### src/rtl/even_parity_tx.sv
// even_parity_tx: accepts a DATA_W-bit payload and sends it as a serial
// frame. The frame is DATA_W data bits followed by one even-parity bit.
// A new payload can be accepted in the parity cycle, so frames can run
// back to back with no gap cycle.
module even_parity_tx #(
  parameter int DATA_W    = 8,
  parameter bit MSB_FIRST = 1'b0
) (
  input  logic              clk,
  input  logic              rst,
  input  logic [DATA_W-1:0] din,
  input  logic              din_vld,
  output logic              din_rdy,
  output logic              dout,
  output logic              dout_vld,
  output logic              dout_par,
  output logic              busy
);

  localparam int CNT_W = (DATA_W > 2) ? $clog2(DATA_W) : 1;
  localparam logic [CNT_W-1:0] CNT_LAST = CNT_W'(DATA_W - 1);

  typedef enum logic [1:0] {
    ST_IDLE   = 2'b00,
    ST_DATA   = 2'b01,
    ST_PARITY = 2'b10
  } state_t;

  state_t            state_q, state_d;
  logic [CNT_W-1:0]  cnt_q, cnt_d;
  logic [DATA_W-1:0] shreg_q, shreg_d;
  logic              par_q, par_d;
  logic              dout_q, dout_d;
  logic              dout_vld_q, dout_vld_d;
  logic              dout_par_q, dout_par_d;
  logic              busy_q, busy_d;
  logic              din_rdy_s;
  logic              accept_s;

  // XOR of every payload bit; a frame whose parity bit equals this has
  // an even total number of ones.
  function automatic logic parity_f(input logic [DATA_W-1:0] v);
    parity_f = ^v;
  endfunction

  // The bit that goes out first from the value v.
  function automatic logic first_bit_f(input logic [DATA_W-1:0] v);
    if (MSB_FIRST) begin
      first_bit_f = v[DATA_W-1];
    end else begin
      first_bit_f = v[0];
    end
  endfunction

  // Drops the bit that was just sent, so the next bit moves to the output end.
  function automatic logic [DATA_W-1:0] shift_f(input logic [DATA_W-1:0] v);
    if (MSB_FIRST) begin
      shift_f = {v[DATA_W-2:0], 1'b0};
    end else begin
      shift_f = {1'b0, v[DATA_W-1:1]};
    end
  endfunction

  assign accept_s = din_vld && din_rdy_s;

  // State register with synchronous active-low reset.
  always_ff @(posedge clk) begin
    if (!rst) begin
      state_q <= ST_IDLE;
    end else begin
      state_q <= state_d;
    end
  end

  // Next-state logic. An unencoded state goes back to IDLE.
  always_comb begin
    state_d = ST_IDLE;
    case (state_q)
      ST_IDLE: begin
        if (accept_s) begin
          state_d = ST_DATA;
        end else begin
          state_d = ST_IDLE;
        end
      end
      ST_DATA: begin
        if (cnt_q == CNT_LAST) begin
          state_d = ST_PARITY;
        end else begin
          state_d = ST_DATA;
        end
      end
      ST_PARITY: begin
        if (accept_s) begin
          state_d = ST_DATA;
        end else begin
          state_d = ST_IDLE;
        end
      end
      default: state_d = ST_IDLE;
    endcase
  end

  // Output and datapath next values. The shift register holds the bits
  // still to be sent after the one currently on dout.
  always_comb begin
    din_rdy_s  = 1'b0;
    cnt_d      = cnt_q;
    shreg_d    = shreg_q;
    par_d      = par_q;
    dout_d     = 1'b0;
    dout_vld_d = 1'b0;
    dout_par_d = 1'b0;
    case (state_q)
      ST_IDLE:   din_rdy_s = 1'b1;
      ST_PARITY: din_rdy_s = 1'b1;
      default:   din_rdy_s = 1'b0;
    endcase
    if (accept_s) begin
      shreg_d    = shift_f(din);
      par_d      = parity_f(din);
      cnt_d      = {CNT_W{1'b0}};
      dout_d     = first_bit_f(din);
      dout_vld_d = 1'b1;
    end else if (state_q == ST_DATA) begin
      if (cnt_q == CNT_LAST) begin
        cnt_d      = {CNT_W{1'b0}};
        dout_d     = par_q;
        dout_vld_d = 1'b1;
        dout_par_d = 1'b1;
      end else begin
        cnt_d      = cnt_q + {{(CNT_W-1){1'b0}}, 1'b1};
        shreg_d    = shift_f(shreg_q);
        dout_d     = first_bit_f(shreg_q);
        dout_vld_d = 1'b1;
      end
    end else begin
      dout_d     = 1'b0;
      dout_vld_d = 1'b0;
    end
    busy_d = (state_d == ST_DATA) || (state_d == ST_PARITY);
  end

  // Datapath and output registers. Reset clears them, which also aborts a
  // frame that is in progress.
  always_ff @(posedge clk) begin
    if (!rst) begin
      cnt_q      <= {CNT_W{1'b0}};
      shreg_q    <= {DATA_W{1'b0}};
      par_q      <= 1'b0;
      dout_q     <= 1'b0;
      dout_vld_q <= 1'b0;
      dout_par_q <= 1'b0;
      busy_q     <= 1'b0;
    end else begin
      cnt_q      <= cnt_d;
      shreg_q    <= shreg_d;
      par_q      <= par_d;
      dout_q     <= dout_d;
      dout_vld_q <= dout_vld_d;
      dout_par_q <= dout_par_d;
      busy_q     <= busy_d;
    end
  end

  assign din_rdy  = din_rdy_s;
  assign dout     = dout_q;
  assign dout_vld = dout_vld_q;
  assign dout_par = dout_par_q;
  assign busy     = busy_q;

endmodule

### config.mk
export PLATFORM = sky130hd
export DESIGN_NAME = even_parity_tx
export DESIGN_NICKNAME = d
export VERILOG_FILES = /design/src/rtl/even_parity_tx.sv
export SDC_FILE = /design/constraint.sdc
export NUM_CORES = 1
export LEC_CHECK = 0
export CAP_MARGIN = 0
export CELL_PAD_IN_SITES_DETAIL_PLACEMENT = 1
export CELL_PAD_IN_SITES_GLOBAL_PLACEMENT = 2
export CORE_MARGIN = 2
export CORE_UTILIZATION = 32
export CTS_CLUSTER_DIAMETER = 200
export CTS_CLUSTER_SIZE = 10
export DETAILED_ROUTE_END_ITERATION = 7
export PLACE_DENSITY = 0.83
export SLEW_MARGIN = 0
export SYNTH_ARGS = -nofsm -noshare
export SYNTH_HDL_FRONTEND = slang
export SYNTH_SLANG_ARGS = --single-unit
### constraint.sdc
create_clock -name clk -period 2.38 [get_ports clk]
set_input_delay 0.476 -clock clk [delete_from_list [all_inputs] [get_ports clk]]
set_output_delay 0.476 -clock clk [all_outputs]
set_load 0.01 [all_outputs]
==> impl_metrics.env, run 1 <==
export IMPL_yosysUniqueCellTypes=20
export IMPL_status="finished, final reports clean"
export IMPL_drt_pass1_iterations=3
export IMPL_critical_path_class="flip-flop to output port"
export IMPL_final_nets=100
export IMPL_clkPwrFrac=0.310
export IMPL_crit_chain="inv_1, clkdlybuf4s50_1"
export IMPL_power_switching_w=0.0001441
export IMPL_synth_common_cells="dfxtp_1 (16), mux2i_1 (7), nor2_1 (7), xnor2_1 (7), o2bb2ai_1 (6)"
export IMPL_leakagePower_nw=0.3699
export IMPL_grt_overflow=0
export IMPL_gp_congestion=0.6617
export IMPL_htreeDepth=1
export IMPL_syn_inst=67
export IMPL_cpMaxStageDelayCell="clkdlybuf4s50_1"
export IMPL_synthArstFlopShare=0
export IMPL_syn_to_final_growth_pct=30.21
export IMPL_crit_arrival_ns=1.22
export IMPL_min_period_over_period=0.7129
export IMPL_io_buffers=15
export IMPL_drtAntennaViolNets=0
export IMPL_cp_required_ns=1.90
export IMPL_crit_family="buffers and inverters"
export IMPL_synthTopCellsByArea="dfxtp_1 (45%), mux2i_1 (9.9%), xnor2_1 (8.7%)"
export IMPL_period_needed_ns=1.697
export IMPL_clock_fmax_ghz=0.5894
export IMPL_syn_area_per_cell_um2=10.57
export IMPL_hold_buffers=0
export IMPL_cts_setup_buffers=0
export IMPL_start_util=0.3296
export IMPL_core_um2=2148
export IMPL_hold_violations=0
export IMPL_die_y_um=51.05
export IMPL_critPathBufInv=2
export IMPL_tightest_slew_ns=0.2965
export IMPL_post_drt_wl_per_cell_um=12.38
export IMPL_numCtsBuffers=3
export IMPL_hold_class="flip-flop to flip-flop"
export IMPL_setup_tns_ns=0
export IMPL_yosys_warnings=0
export IMPL_final_setup_viol_count=0
export IMPL_synth_seq_cells=16
export IMPL_power_w=0.0005784
export IMPL_first_iter_violations=1
export IMPL_cts_tree="yes"
export IMPL_dieWidth_um=51.05
export IMPL_regToRegSetupSlack_ns=0.95
export IMPL_netlist_area_um2=708.2
export IMPL_worst_setup_path_start_kind="flip-flop"
export IMPL_drive_gt1_frac=0.1059
export IMPL_ir_drop_uv=387.3
export IMPL_synth_edf_count=0
export IMPL_die_area_um2=2606
export IMPL_via_per_inst=4.850
export IMPL_grt_pass1_vias=515
export IMPL_root_buffer="clkbuf_4"
export IMPL_p_per_area_nw_per_um2=627.2
export IMPL_final_max_slew_violation_count=0
export IMPL_yosysMostFrequentCell="dfxtp_1"
export IMPL_rsz0062_at_grt="false"
export IMPL_p_sw_frac=0.2492
export IMPL_place_hpwl_um=1090
export IMPL_cts_resized=0
export IMPL_cts_buffer_depth=2
export IMPL_grt_max_degree=11
export IMPL_n_antenna_cell=0
export IMPL_max_slew_margin=0.8016
export IMPL_io_pins=16
export IMPL_clkSinkCount=16
export IMPL_ys_seq_area_frac=0.4523
export IMPL_synth_top_area_share=0.4523
export IMPL_power_frac_comb=0.185
export IMPL_wirelength_um=1399
export IMPL_cap_violations=0
export IMPL_cp_end_kind="output port"
export IMPL_p_seq_frac=0.505
export IMPL_clk_latency_ns=0.29
export IMPL_fin_skew_ns=0.007998
export IMPL_grt_usage=0.1182
export IMPL_synth_main_ff_cell="dfxtp_1"
export IMPL_drc_errors=0
export IMPL_grt_pass1_wl_um=2187
export IMPL_path_max_fanout=4
export IMPL_syn_num_nets=81
export IMPL_cpPeakStageDelay_ns=0.52
export IMPL_synth_area_leader_cell="dfxtp_1"
export IMPL_clk_pin_slew_worst_paths_ns=0.09
export IMPL_p_int_w=0.0004342
export IMPL_antenna_found_initial=0
export IMPL_rows=17
export IMPL_vias=548
kinds of logic after synthesis:
family,count (synthesis),share of synthesized area
flip-flops,16,0.4523
AO/OA/AOI/OAI,14,0.1537
XOR/XNOR,7,0.08657
buffers and inverters,5,0.03710
AND/OR/NAND/NOR,15,0.1184
multiplexers,7,0.09894
adder cells (fa/ha/maj),3,0.05301
power by group through the flow:
| stage | sequential, W | combinational [W] | clock, W |
|---|---|---|---|
| floorplan | 0.000297 | 0.0000670 | 0 |
| global placement | 0.000298 | 0.000107 | 0 |
| detailed placement | 0.000299 | 0.000108 | 0 |
| CTS | 0.000292 | 0.000109 | 0.000188 |
| global route | 0.000294 | 0.000117 | 0.000203 |
| finish | 0.000292 | 0.000107 | 0.000179 |
flip-flops by register name (all words and copies together) (netlist names):
name      cells
par_q         1
dout_vld      1
state_q       2
cnt_q         3
dout          1
shreg_q       7
dout_par      1
final timing paths:
path / startpoint / end / cells after the start
min reg2reg: shreg_q[1] / shreg_q[1] / 1
max reg2reg: cnt_q[0] / shreg_q[6] / 5
min: shreg_q[1] / shreg_q[1] / 1
max: state_q[0] / din_rdy / 2
per-stage QoR:
stage                     area, µm²  hold WS [ns]  instances    util  setup slack [ns]
final                         922.1        0.4692        113  0.4292            0.6834
after global routing          922.1        0.4928        113  0.4292            0.6200
after CTS                     922.1        0.4756        113  0.4292            0.6655
after detailed placement      885.9        0.4504        109  0.4123            0.6392
after global placement        885.9        0.4461        109  0.4123            0.6790
after floorplan               708.2        0.4317         67       -             1.081
cell usage in the layout (no fill, tap or decap):
master / netlist / final
dfxtp_1: 16 / 16
clkdlybuf4s50_1: 0 / 15
nand2_2: 1 / 1
clkbuf_4: 0 / 3
a22oi_1: 2 / 2
o2bb2ai_1: 6 / 6
mux2i_1: 7 / 7
buf_4: 2 / 1
and2b_1: 1 / 1
nor2b_2: 1 / 1
and3_1: 2 / 2
o21bai_2: 1 / 1
a21oi_1: 3 / 3
inv_1: 3 / 3
a32o_1: 1 / 1
clkbuf_8: 0 / 1
nor2_1: 7 / 7
xnor2_1: 7 / 7
ha_1: 3 / 3
nand2b_1: 1 / 1
o21ai_0: 1 / 1
nor2_4: 1 / 1
nor3_1: 1 / 1
routing by layer:
layer,routed length [µm],track usage,vias to the layer above
met5,0,0,-
met4,14,0.04054,0
met3,68,0.05263,3
met2,729,0.2186,13
met1,586,0.1151,263
li1,-,-,269
layout make-up:
type                    count  area [µm²]
fillers                   253        1226
multi-input cells          46       361.6
flip-flops and latches     16       320.3
repair buffers             16       157.7
clock buffers               4       36.28
well taps                  28       35.03
inverters                   3       11.26
Power figures use the tool's default switching activity.
==> inputs of run 2 (changes only) <==
Settings changed: CORE_UTILIZATION 32 to 26, PLACE_DENSITY 0.83 to 0.72.
Clock period 2.38 ns to 1.5 ns, I/O delays scaled along.
==> run 2 against run 1 <==
Sequential cell count did not move; non-clock buffer count is 2 higher; critical endpoint is now dout; clock-buffer cell count did not move; final area rose by 2.3%; wire length is 0.79% higher; critical path depth decreased by 1.
==> impl_metrics.env, run 2 (synthesis results as in run 1) <==
export IMPL_core_um2=2522
export IMPL_top_regs="shreg_q: 7 flops, cnt_q: 3 flops, state_q: 2 flops"
export IMPL_clkPwrFrac=0.306
export IMPL_final_max_slew_violation_count=0
export IMPL_critPathBufInv=1
export IMPL_mostFrequentLayoutCells="dfxtp_1 (16), clkdlybuf4s50_1 (12), nor2_1 (7), xnor2_1 (7), mux2i_1 (7)"
export IMPL_setup_tns_ns=0
export IMPL_place_hpwl_um=1149
export IMPL_power_switching_w=0.0002242
export IMPL_p_int_w=0.0006904
export IMPL_clkSinkCount=16
export IMPL_grt_pass1_wl_um=2456
export IMPL_multi_input_area_um2=361.6
export IMPL_ir_drop_uv=565.3
export IMPL_max_slew_margin=0.7977
export IMPL_cts_buffer_depth=2
export IMPL_period_needed_ns=1.419
export IMPL_fin_ws_ns=0.08067
export IMPL_leakagePower_nw=0.4060
export IMPL_dp_slack_ns=-0.07490
export IMPL_path_max_fanout=1
export IMPL_grt_pass1_vias=578
export IMPL_status="finished, final reports clean"
export IMPL_cap_violations=0
export IMPL_htreeDepth=1
export IMPL_syn_to_final_growth_pct=33.22
export IMPL_crit_arrival_ns=1.12
export IMPL_io_buffers=15
export IMPL_place_inst=113
export IMPL_rows=18
export IMPL_cts_setup_buffers=0
export IMPL_die_area_um2=3157
export IMPL_crit_chain="clkdlybuf4s50_1"
export IMPL_cp_required_ns=1.20
export IMPL_worst_setup_path_start_kind="flip-flop"
export IMPL_cp_end_kind="output port"
export IMPL_fin_skew_ns=0.001491
export IMPL_dieWidth_um=56.19
export IMPL_grt_max_degree=10
export IMPL_final_nets=102
export IMPL_first_iter_violations=0
export IMPL_drtAntennaViolNets=0
export IMPL_drc_errors=0
export IMPL_fillers=288
export IMPL_hold_class="flip-flop to flip-flop"
export IMPL_post_drt_wl_per_cell_um=12.05
export IMPL_p_sw_frac=0.2451
export IMPL_gp_congestion=0.6843
export IMPL_drive_gt1_frac=0.1264
export IMPL_final_setup_viol_count=0
export IMPL_final_cells=117
export IMPL_clk_pin_slew_worst_paths_ns=0.09
export IMPL_cpMaxStageDelayCell="clkdlybuf4s50_1"
export IMPL_p_per_area_nw_per_um2=969.5
export IMPL_clock_fmax_ghz=0.7046
export IMPL_die_y_um=56.19
export IMPL_regMostFlops="shreg_q"
export IMPL_antenna_found_initial=0
export IMPL_cpPeakStageDelay_ns=0.52
export IMPL_tightest_slew_ns=0.3023
export IMPL_critical_path_class="flip-flop to output port"
export IMPL_numCtsBuffers=3
export IMPL_drt_pass1_iterations=1
export IMPL_grt_usage=0.1015
export IMPL_clk_latency_ns=0.28
export IMPL_final_common_cell="dfxtp_1"
export IMPL_cts_tree="yes"
export IMPL_wirelength_um=1410
export IMPL_rsz0062_at_grt="false"
export IMPL_io_pins=16
export IMPL_crit_family="buffers and inverters"
export IMPL_power_frac_comb=0.188
export IMPL_root_buffer="clkbuf_4"
export IMPL_hold_buffers=0
export IMPL_start_util=0.2808
export IMPL_p_seq_frac=0.506
export IMPL_via_per_inst=4.632
export IMPL_hold_violations=0
export IMPL_n_antenna_cell=0
export IMPL_largest_reg_flops=7
export IMPL_power_w=0.0009146
export IMPL_seq_area_um2=320.3
export IMPL_vias=542
export IMPL_min_period_over_period=0.9462
export IMPL_grt_overflow=0
run 2: cell count changes in the layout (fill, tap and decap cells not counted):
cell and change:
dlymetal6s2s_1 +2, clkdlybuf4s50_1 -3, dlygate4sd2_1 +1, buf_4 +2
run 2: power by group through the flow:
| stage | sequential [W] | combinational (W) | clock (W) |
|---|---|---|---|
| after CTS | 0.000464 | 0.000178 | 0.000293 |
| final | 0.000463 | 0.000172 | 0.000280 |
| after global placement | 0.000473 | 0.000175 | 0 |
| after floorplan | 0.000472 | 0.000106 | 0 |
| after detailed placement | 0.000473 | 0.000178 | 0 |
| after global routing | 0.000467 | 0.000190 | 0.000312 |
run 2: timing repair:
action | in CTS | in global routing
endpoints found under the setup margin | 1 | 4
gates cloned | 0 | 0
resized for setup | 1 | 2
hold endpoints to repair | 0 | 0
pin swaps | 0 | 1
run 2: path summary, 6_finish.rpt:
| check | startpoint | endpoint | slack [ns] | cells past startpoint |
|---|---|---|---|---|
| max reg2reg | cnt_q[0] | shreg_q[6] | 0.11 | 5 |
| min | shreg_q[1] | shreg_q[1] | 0.47 | 1 |
| min reg2reg | shreg_q[1] | shreg_q[1] | 0.47 | 1 |
| max | dout | dout | 0.08 | 1 |
run 2: cell type report:
type                    instances  share of cell area
well taps                      30             0.03979
inverters                       3             0.01194
clock buffers                   4             0.03846
repair buffers                 18              0.1870
flip-flops and latches         16              0.3395
multi-input cells              46              0.3833
run 2: through the flow:
stage	cell area [µm²]	hold slack [ns]	util
2_1_floorplan	708.2	0.4317	-
3_3_place_gp	903.4	0.4474	0.3581
3_5_place_dp	903.4	0.4483	0.3581
4_1_cts	938.4	0.4750	0.3720
5_1_grt	943.4	0.4944	0.3740
6_report	943.4	0.4696	0.3740
run 2: metal layers:
layer	GRT usage	up-vias	routed length (µm)
met3	0.04186	2	75
met1	0.1066	254	582
met5	0	-	0
met4	0.03061	0	8
li1	-	275	-
met2	0.1832	11	744
